### src/rtl/xosera_bus_ctrl_pkg.sv
// Shared Xosera bus types and constants: bus pin polarities, register index width
// and the bus sequencer state encoding.
package xv;
  localparam logic cs_ENABLED = 1'b0;
  localparam logic RnW_READ   = 1'b1;
  localparam int   REGNUM_W   = 4;

  typedef enum logic [2:0] {
    IDLE,
    SETTLE,
    WRITE,
    READ,
    RD_WAIT,
    HOLD
  } bus_state_t;
endpackage

### src/rtl/xosera_bus_sync.sv
// Flop-chain synchroniser of configurable width and depth, with a per-bit reset
// value so that idle bus levels can be presented while in reset.
module xosera_bus_sync #(
  parameter int               WIDTH   = 1,
  parameter int               STAGES  = 2,
  parameter logic [WIDTH-1:0] RST_VAL = '0
) (
  input  logic             clk,
  input  logic             rst,
  input  logic [WIDTH-1:0] d_i,
  output logic [WIDTH-1:0] q_o
);
  logic [WIDTH-1:0] sync_q [STAGES];
  logic [WIDTH-1:0] sync_d [STAGES];

  always_comb begin
    sync_d[0] = d_i;
    for (int i = 1; i < STAGES; i++) begin
      sync_d[i] = sync_q[i-1];
    end
  end

  always_ff @(posedge clk or posedge rst) begin
    if (rst) begin
      for (int i = 0; i < STAGES; i++) begin
        sync_q[i] <= RST_VAL;
      end
    end else begin
      for (int i = 0; i < STAGES; i++) begin
        sync_q[i] <= sync_d[i];
      end
    end
  end

  assign q_o = sync_q[STAGES-1];
endmodule

### src/rtl/xosera_bus_ctrl.sv
// Host bus sequencer: synchronises the 8-bit bus, pairs byte writes into 16-bit
// register strobes and returns read bytes. Optional BUS_ATOMIC_READ_EN buffers
// the full word on an even-byte read and serves the matching odd byte from it.
module xosera_bus_ctrl
  import xv::*;
#(
  parameter int SYNC_STAGES = 2,
  parameter int RD_LATENCY  = 1
) (
  input  logic                clk,
  input  logic                reset_i,
  input  logic                bus_cs_n_i,
  input  logic                bus_rd_nwr_i,
  input  logic                bus_bytesel_i,
  input  logic [REGNUM_W-1:0] bus_reg_num_i,
  input  logic [7:0]          bus_data_i,
  output logic [7:0]          bus_data_o,
  output logic                reg_wr_o,
  output logic                reg_rd_o,
  output logic [REGNUM_W-1:0] reg_num_o,
  output logic [15:0]         reg_data_o,
  input  logic [15:0]         reg_data_i
);
  localparam int               BUS_W    = 3 + REGNUM_W + 8;
  localparam logic [BUS_W-1:0] BUS_RST  = {1'b1, {(BUS_W-1){1'b0}}};
  localparam logic [1:0]       LAST_CNT = 2'(RD_LATENCY - 1);

  logic [BUS_W-1:0]    bus_s;
  logic                s_cs_n, s_rd_nwr, s_bytesel;
  logic [REGNUM_W-1:0] s_num;
  logic [7:0]          s_data;

  xosera_bus_sync #(
    .WIDTH  (BUS_W),
    .STAGES (SYNC_STAGES),
    .RST_VAL(BUS_RST)
  ) u_sync (
    .clk(clk),
    .rst(reset_i),
    .d_i({bus_cs_n_i, bus_rd_nwr_i, bus_bytesel_i, bus_reg_num_i, bus_data_i}),
    .q_o(bus_s)
  );

  assign {s_cs_n, s_rd_nwr, s_bytesel, s_num, s_data} = bus_s;

  bus_state_t          state_q, state_d;
  logic [SYNC_STAGES-1:0] fill_q, fill_d;
  logic                cs_prev_q, cs_prev_d;
  logic                cap_bytesel_q, cap_bytesel_d;
  logic [7:0]          cap_data_q, cap_data_d;
  logic [7:0]          hi_q, hi_d;
  logic                reg_wr_q, reg_wr_d;
  logic                reg_rd_q, reg_rd_d;
  logic [REGNUM_W-1:0] reg_num_q, reg_num_d;
  logic [15:0]         reg_data_q, reg_data_d;
  logic [7:0]          bus_data_q, bus_data_d;
  logic [1:0]          cnt_q, cnt_d;
  logic                access_start;
`ifdef BUS_ATOMIC_READ_EN
  logic                cap_hit_q, cap_hit_d;
  logic [15:0]         rbuf_q, rbuf_d;
  logic                rbuf_valid_q, rbuf_valid_d;
  logic [REGNUM_W-1:0] rbuf_num_q, rbuf_num_d;
`endif

  // The synchroniser shows its reset value until it has flushed, so the previous
  // cs_n sample is held "low" until then; an access needs a real high->low edge.
  assign fill_d       = {fill_q[SYNC_STAGES-2:0], 1'b1};
  assign cs_prev_d    = fill_q[SYNC_STAGES-1] ? s_cs_n : 1'b0;
  assign access_start = cs_prev_q && (s_cs_n == cs_ENABLED);

  always_comb begin
    state_d       = state_q;
    cap_bytesel_d = cap_bytesel_q;
    cap_data_d    = cap_data_q;
    hi_d          = hi_q;
    reg_wr_d      = 1'b0;
    reg_rd_d      = 1'b0;
    reg_num_d     = reg_num_q;
    reg_data_d    = reg_data_q;
    bus_data_d    = bus_data_q;
    cnt_d         = cnt_q;
`ifdef BUS_ATOMIC_READ_EN
    cap_hit_d     = cap_hit_q;
    rbuf_d        = rbuf_q;
    rbuf_valid_d  = rbuf_valid_q;
    rbuf_num_d    = rbuf_num_q;
`endif
    case (state_q)
      IDLE: if (access_start) state_d = SETTLE;
      SETTLE: begin
        if (s_cs_n != cs_ENABLED) begin
          state_d = IDLE;
        end else begin
          reg_num_d     = s_num;
          cap_bytesel_d = s_bytesel;
          cap_data_d    = s_data;
          cnt_d         = 2'd0;
          if (s_rd_nwr == RnW_READ) begin
            state_d  = READ;
            reg_rd_d = 1'b1;
`ifdef BUS_ATOMIC_READ_EN
            cap_hit_d = s_bytesel && rbuf_valid_q && (rbuf_num_q == s_num);
            reg_rd_d  = !cap_hit_d;
`endif
          end else begin
            state_d  = WRITE;
            reg_wr_d = s_bytesel;
            if (s_bytesel) reg_data_d = {hi_q, s_data};
`ifdef BUS_ATOMIC_READ_EN
            rbuf_valid_d = 1'b0;
`endif
          end
        end
      end
      WRITE: begin
        if (!cap_bytesel_q) hi_d = cap_data_q;
        state_d = HOLD;
      end
      READ: begin
        state_d = RD_WAIT;
`ifdef BUS_ATOMIC_READ_EN
        if (cap_hit_q) begin
          bus_data_d = rbuf_q[7:0];
          state_d    = HOLD;
        end
`endif
      end
      RD_WAIT: begin
        if (cnt_q == LAST_CNT) begin
          bus_data_d = cap_bytesel_q ? reg_data_i[7:0] : reg_data_i[15:8];
          state_d    = HOLD;
`ifdef BUS_ATOMIC_READ_EN
          if (!cap_bytesel_q) begin
            rbuf_d       = reg_data_i;
            rbuf_valid_d = 1'b1;
            rbuf_num_d   = reg_num_q;
          end
`endif
        end else begin
          cnt_d = cnt_q + 2'd1;
        end
      end
      HOLD: if (s_cs_n != cs_ENABLED) state_d = IDLE;
      default: state_d = IDLE;
    endcase
  end

  always_ff @(posedge clk or posedge reset_i) begin
    if (reset_i) begin
      state_q       <= IDLE;
      fill_q        <= '0;
      cs_prev_q     <= 1'b0;
      cap_bytesel_q <= 1'b0;
      cap_data_q    <= '0;
      hi_q          <= '0;
      reg_wr_q      <= 1'b0;
      reg_rd_q      <= 1'b0;
      reg_num_q     <= '0;
      reg_data_q    <= '0;
      bus_data_q    <= '0;
      cnt_q         <= '0;
`ifdef BUS_ATOMIC_READ_EN
      cap_hit_q     <= 1'b0;
      rbuf_q        <= '0;
      rbuf_valid_q  <= 1'b0;
      rbuf_num_q    <= '0;
`endif
    end else begin
      state_q       <= state_d;
      fill_q        <= fill_d;
      cs_prev_q     <= cs_prev_d;
      cap_bytesel_q <= cap_bytesel_d;
      cap_data_q    <= cap_data_d;
      hi_q          <= hi_d;
      reg_wr_q      <= reg_wr_d;
      reg_rd_q      <= reg_rd_d;
      reg_num_q     <= reg_num_d;
      reg_data_q    <= reg_data_d;
      bus_data_q    <= bus_data_d;
      cnt_q         <= cnt_d;
`ifdef BUS_ATOMIC_READ_EN
      cap_hit_q     <= cap_hit_d;
      rbuf_q        <= rbuf_d;
      rbuf_valid_q  <= rbuf_valid_d;
      rbuf_num_q    <= rbuf_num_d;
`endif
    end
  end

  assign bus_data_o = bus_data_q;
  assign reg_wr_o   = reg_wr_q;
  assign reg_rd_o   = reg_rd_q;
  assign reg_num_o  = reg_num_q;
  assign reg_data_o = reg_data_q;
endmodule

### config.mk
export PLATFORM = sky130hd
export DESIGN_NAME = xosera_bus_ctrl
export DESIGN_NICKNAME = d
export VERILOG_FILES = /design/src/rtl/xosera_bus_ctrl_pkg.sv /design/src/rtl/xosera_bus_sync.sv /design/src/rtl/xosera_bus_ctrl.sv
export SDC_FILE = /design/constraint.sdc
export NUM_CORES = 1
export LEC_CHECK = 0
export ABC_AREA = 1
export BUFFER_PORTS_ARGS = -buffer_cell sky130_fd_sc_hd__clkbuf_2
export CAP_MARGIN = 20
export CORE_AREA = 2 2 92 94
export DETAILED_ROUTE_END_ITERATION = 10
export DIE_AREA = 0 0 94 96
export PLACE_DENSITY = 0.57
export SETUP_SLACK_MARGIN = 0.02
export SYNTH_ARGS = -nofsm -noshare
export SYNTH_HDL_FRONTEND = slang
export SYNTH_SLANG_ARGS = --single-unit
### constraint.sdc
create_clock -name clk -period 3.3 [get_ports clk]
set_clock_uncertainty 0.05 [all_clocks]
set_input_delay 0.33 -clock clk [delete_from_list [all_inputs] [get_ports clk]]
set_output_delay 0.33 -clock clk [all_outputs]
set_load 0.1 [all_outputs]
==> impl_results.html <==
<table>
<tr><th>Metric</th><th>Value</th></tr>
<tr><th colspan="2">Logic synthesis</th></tr>
<tr><td>Post-Synthesis Mean Instance Area</td><td>around 11 sq um</td></tr>
<tr><td>Share of Yosys cell area claimed by the top area cell type</td><td>roughly two thirds</td></tr>
<tr><td>Number of warnings issued by yosys</td><td>0</td></tr>
<tr><td>Leading area contributor after synthesis</td><td>dfrtp_1</td></tr>
<tr><td>Synthesized netlist net count</td><td>approximately 320</td></tr>
<tr><td>Number of distinct library cells after synthesis</td><td>21</td></tr>
<tr><td>Area of the mapped netlist</td><td>3140 sq um</td></tr>
<tr><td>Library cell with the highest instance count after synthesis</td><td>dfrtp_1</td></tr>
<tr><td>Top post-synthesis cells by count</td><td>dfrtp_1, nand2_1, inv_1</td></tr>
<tr><td>Top FF cell, synth</td><td>dfrtp_1</td></tr>
<tr><td>Number of synthesized flops with an enable pin</td><td>0</td></tr>
<tr><td>Ys async rst share</td><td>between 90% and 100%</td></tr>
<tr><td>Cell types occupying the most area after synthesis</td><td>dfrtp_1, nand2_1, o21ai_2, inv_1, o21ai_0</td></tr>
<tr><td>Count of state elements after synthesis</td><td>85</td></tr>
<tr><td>Number of cells produced by synthesis</td><td>approximately 280</td></tr>
<tr><td>Portion of the post-synthesis area used by sequential elements</td><td>67.9%</td></tr>
<tr><th colspan="2">STA</th></tr>
<tr><td>Setup ws final</td><td>1.74 ns</td></tr>
<tr><td>Setup TNS</td><td>0 ns</td></tr>
<tr><td>Slew @ Worst Pin</td><td>0.559 ns</td></tr>
<tr><td>Endpoints failing setup</td><td>0</td></tr>
<tr><td>RSZ-0062 raised after global routing</td><td>no</td></tr>
<tr><td>Period utilization</td><td>47.4%</td></tr>
<tr><td>Max_slew headroom</td><td>a little over three fifths</td></tr>
<tr><td>Final number of max-transition violations</td><td>0</td></tr>
<tr><td>Final worst path period need</td><td>1.56 ns</td></tr>
<tr><td>Final hold violation count</td><td>0</td></tr>
<tr><td>Maximum clock frequency</td><td>639 MHz</td></tr>
<tr><th colspan="2">Clock network</th></tr>
<tr><td>Maximum clock insertion buffer count</td><td>2</td></tr>
<tr><td>H-Tree Level Count</td><td>3</td></tr>
<tr><td>Cts repair resizes</td><td>0</td></tr>
<tr><td>Number of buffers inserted during clock tree synthesis</td><td>9</td></tr>
<tr><td>Skew-Pair Late Insertion Delay</td><td>between 0.3 and 0.4 ns</td></tr>
<tr><td>Postcts setup bufs</td><td>0</td></tr>
<tr><td>TritonCTS clock tree</td><td>yes</td></tr>
<tr><td>Root buffer cell</td><td>clkbuf_8</td></tr>
<tr><td>Clock tree sinks</td><td>between 80 and 90</td></tr>
<tr><td>Hold buffer count at cts</td><td>2</td></tr>
<tr><td>Clock slew at reported path FFs</td><td>0.08 ns</td></tr>
<tr><th colspan="2">Final layout</th></tr>
<tr><td>Proportion of layout cells with a drive suffix above 1</td><td>a little under a third</td></tr>
<tr><td>Filler-free cell count of the finished design</td><td>roughly 460</td></tr>
<tr><td>Antenna cell count</td><td>0</td></tr>
<tr><td>Area overhead of the layout relative to synthesis</td><td>20.3%</td></tr>
<tr><td>Final core utilization</td><td>roughly 47%</td></tr>
<tr><td># nets final</td><td>387</td></tr>
<tr><th colspan="2">Critical path</th></tr>
<tr><td>Critical Path Start Type</td><td>flip-flop</td></tr>
<tr><td>Data required time of the worst path</td><td>slightly below 3 ns</td></tr>
<tr><td>Crit path max-delay cell type</td><td>clkbuf_2</td></tr>
<tr><td>Arrival time of data at the critical path endpoint</td><td>between 1 and 1.5 ns</td></tr>
<tr><td>Worst stage delay on the critical path</td><td>between 0.4 and 0.5 ns</td></tr>
<tr><td>Type of the worst setup path</td><td>reg -&gt; out</td></tr>
<tr><td>Largest driver fanout on the critical path</td><td>2</td></tr>
<tr><td>Cell-by-cell listing of the critical path</td><td>clkbuf_2</td></tr>
<tr><td>Total buffers and inverters traversed by the critical path</td><td>1</td></tr>
<tr><td>Crit-path leading delay family</td><td>buffers and inverters</td></tr>
<tr><td>Crit path capture type</td><td>output pin</td></tr>
<tr><th colspan="2">Drt</th></tr>
<tr><td>Via-to-Cell Ratio</td><td>roughly 4.3</td></tr>
<tr><td>Via count</td><td>1998</td></tr>
<tr><td>Residual DRC</td><td>0</td></tr>
<tr><td>DRT iter0 DRCs</td><td>between 60 and 70</td></tr>
<tr><td>Final wirelength</td><td>5100 um</td></tr>
<tr><td>First-pass iteration count of the detailed router</td><td>4</td></tr>
<tr><td>Average detailed-routed wire length per instance</td><td>11.0 um</td></tr>
<tr><td>Count of nets left with antenna violations after detail routing</td><td>0</td></tr>
<tr><th colspan="2">Floorplanning</th></tr>
<tr><td>Die span in x</td><td>between 90 and 100 um</td></tr>
<tr><td>Area enclosed by the die boundary</td><td>roughly 9000 sq um</td></tr>
<tr><td>Row cnt</td><td>33</td></tr>
<tr><td>Count of boundary I/O pins</td><td>63</td></tr>
<tr><td>Core ar.</td><td>around 8100 sq um</td></tr>
<tr><td>Starting density of the core</td><td>approximately 39%</td></tr>
<tr><td>Die H</td><td>approximately 96 um</td></tr>
<tr><th colspan="2">GRT</th></tr>
<tr><td>Vias in the first global route</td><td>about 1900</td></tr>
<tr><td>Number of antenna violations at the first check in global routing</td><td>0</td></tr>
<tr><td>Aggregate global-route resource usage</td><td>around an eighth</td></tr>
<tr><td>Largest net degree at the start of global routing</td><td>35</td></tr>
<tr><td>First-pass GRT wire length</td><td>8620 um</td></tr>
<tr><td>Global route overflow</td><td>0</td></tr>
<tr><th colspan="2">Placed design</th></tr>
<tr><td>Placement Setup Slack</td><td>1.83 ns</td></tr>
<tr><td>Final HPWL from detailed placement</td><td>approximately 3500 um</td></tr>
<tr><td>Port Buffer Count</td><td>62</td></tr>
<tr><td>Instance count after placement with tap cells included</td><td>between 400 and 500</td></tr>
<tr><td>Global placement routability congestion</td><td>0.835</td></tr>
<tr><th colspan="2">Pwr</th></tr>
<tr><td>Worst supply voltage drop on vdd</td><td>~390 uV</td></tr>
<tr><td>Reported leakage power</td><td>~2 nW</td></tr>
<tr><td>Power density of the placed cells</td><td>roughly 1100 nW/um^2</td></tr>
<tr><td>Overall power consumption</td><td>around 4.1 mW</td></tr>
<tr><th colspan="2">Job</th></tr>
<tr><td>Max-cap violations</td><td>0</td></tr>
<tr><th colspan="2">Worst hold path</th></tr>
<tr><td>Class of the tightest hold or removal check</td><td>in -&gt; reg</td></tr>
<tr><th colspan="2">Status</th></tr>
<tr><td>Outcome</td><td>completed</td></tr>
</table>
==> routing by layer <==
layer / up-vias / part of all wire [%] / track usage (%)
li1: 1016 / - / -
met2: 58 / 42 / 18.0
met5: - / 0 / 0
met4: 0 / 2.1 / 7.61
met3: 7 / 7.6 / 3.99
met1: 917 / 48 / 16.6
==> sequential cells by signal, indices dropped and copies added, names as in the netlist <==
signal,flops
u_sync.sync_d,15
hi_q,8
reg_num_o,4
reg_wr_o,1
state_q,3
cnt_q,2
cs_prev_q,1
cap_data_q,8
fill_q,2
cap_bytesel_q,1
reg_data_o,16
u_sync.q_o,15
reg_rd_o,1
bus_data_o,8
==> per-stage QoR <==
stage	hold slack [ns]	instance area (sq um)
floorplan	0.281	3140
global placement	0.281	3520
detailed placement	0.285	3520
CTS	0.0149	3770
global route	0.0115	3770
finish	0.0333	3770
==> placed cells by master (no fill, tap or decap) <==
cell type	Yosys	final
nand2_1	79	79
clkinv_4	0	1
nand4_1	1	1
nand3_1	3	3
dfrtp_1	83	83
dfstp_2	2	2
nor2_1	20	20
ha_1	1	1
o21ai_2	18	18
nand2_4	2	2
clkbuf_2	0	62
nand4_4	1	1
o21ai_1	1	1
nand2_2	2	2
nor3_1	1	1
nor2_4	2	2
dlygate4sd3_1	0	2
clkbuf_8	0	9
clkinv_2	0	4
inv_2	3	3
buf_4	0	2
inv_1	31	30
o21a_1	8	8
conb_1	1	1
nor2_2	1	1
bufinv_16	0	3
o21ai_0	16	16
==> cells by family (layout without fill, tap and decap cells) <==
group | after synthesis | count (layout) | synth area share [%]
AND/OR/NAND/NOR | 112 | 112 | 15.4
flip-flops | 85 | 85 | 67.9
AO/OA/AOI/OAI | 43 | 43 | 9.65
buffers and inverters | 41 | 116 | 6.58
adder cells (fa/ha/maj) | 1 | 1 | 0.399
other | 1 | 1 | 0.120
==> where the power goes <==
part           internal (mW)  switching [mW]
combinational          0.332            1.44
sequential              1.30           0.167
clock                  0.500           0.354
==> path summary, 6_finish.rpt <==
kind | slack (ns) | cells past startpoint | endpoint | startpoint
setup / recovery | 1.74 | 1 | reg_data_o[5] | reg_data_o[5]
hold / removal | 0.03 | 1 | u_sync.sync_d[2] | bus_data_i[2]
setup reg to reg | 1.82 | 5 | bus_data_o[5] | state_q[1]
hold reg to reg | 0.30 | 0 | u_sync.q_o[13] | u_sync.sync_d[13]
max in group asynchronous | 1.91 | 4 | u_sync.sync_d[14] | reset_i
min in group asynchronous | 0.50 | 3 | u_sync.sync_d[8] | reset_i
==> layout make-up <==
cell class | count | area, sq um
clock buffer | 9 | 124
clock inverter | 7 | 114
fill | 778 | 4280
inverter | 34 | 129
multi-input combinational | 157 | 802
sequential | 85 | 2130
tap | 105 | 131
timing repair buffer | 66 | 345
Power figures use the tool's default switching activity.
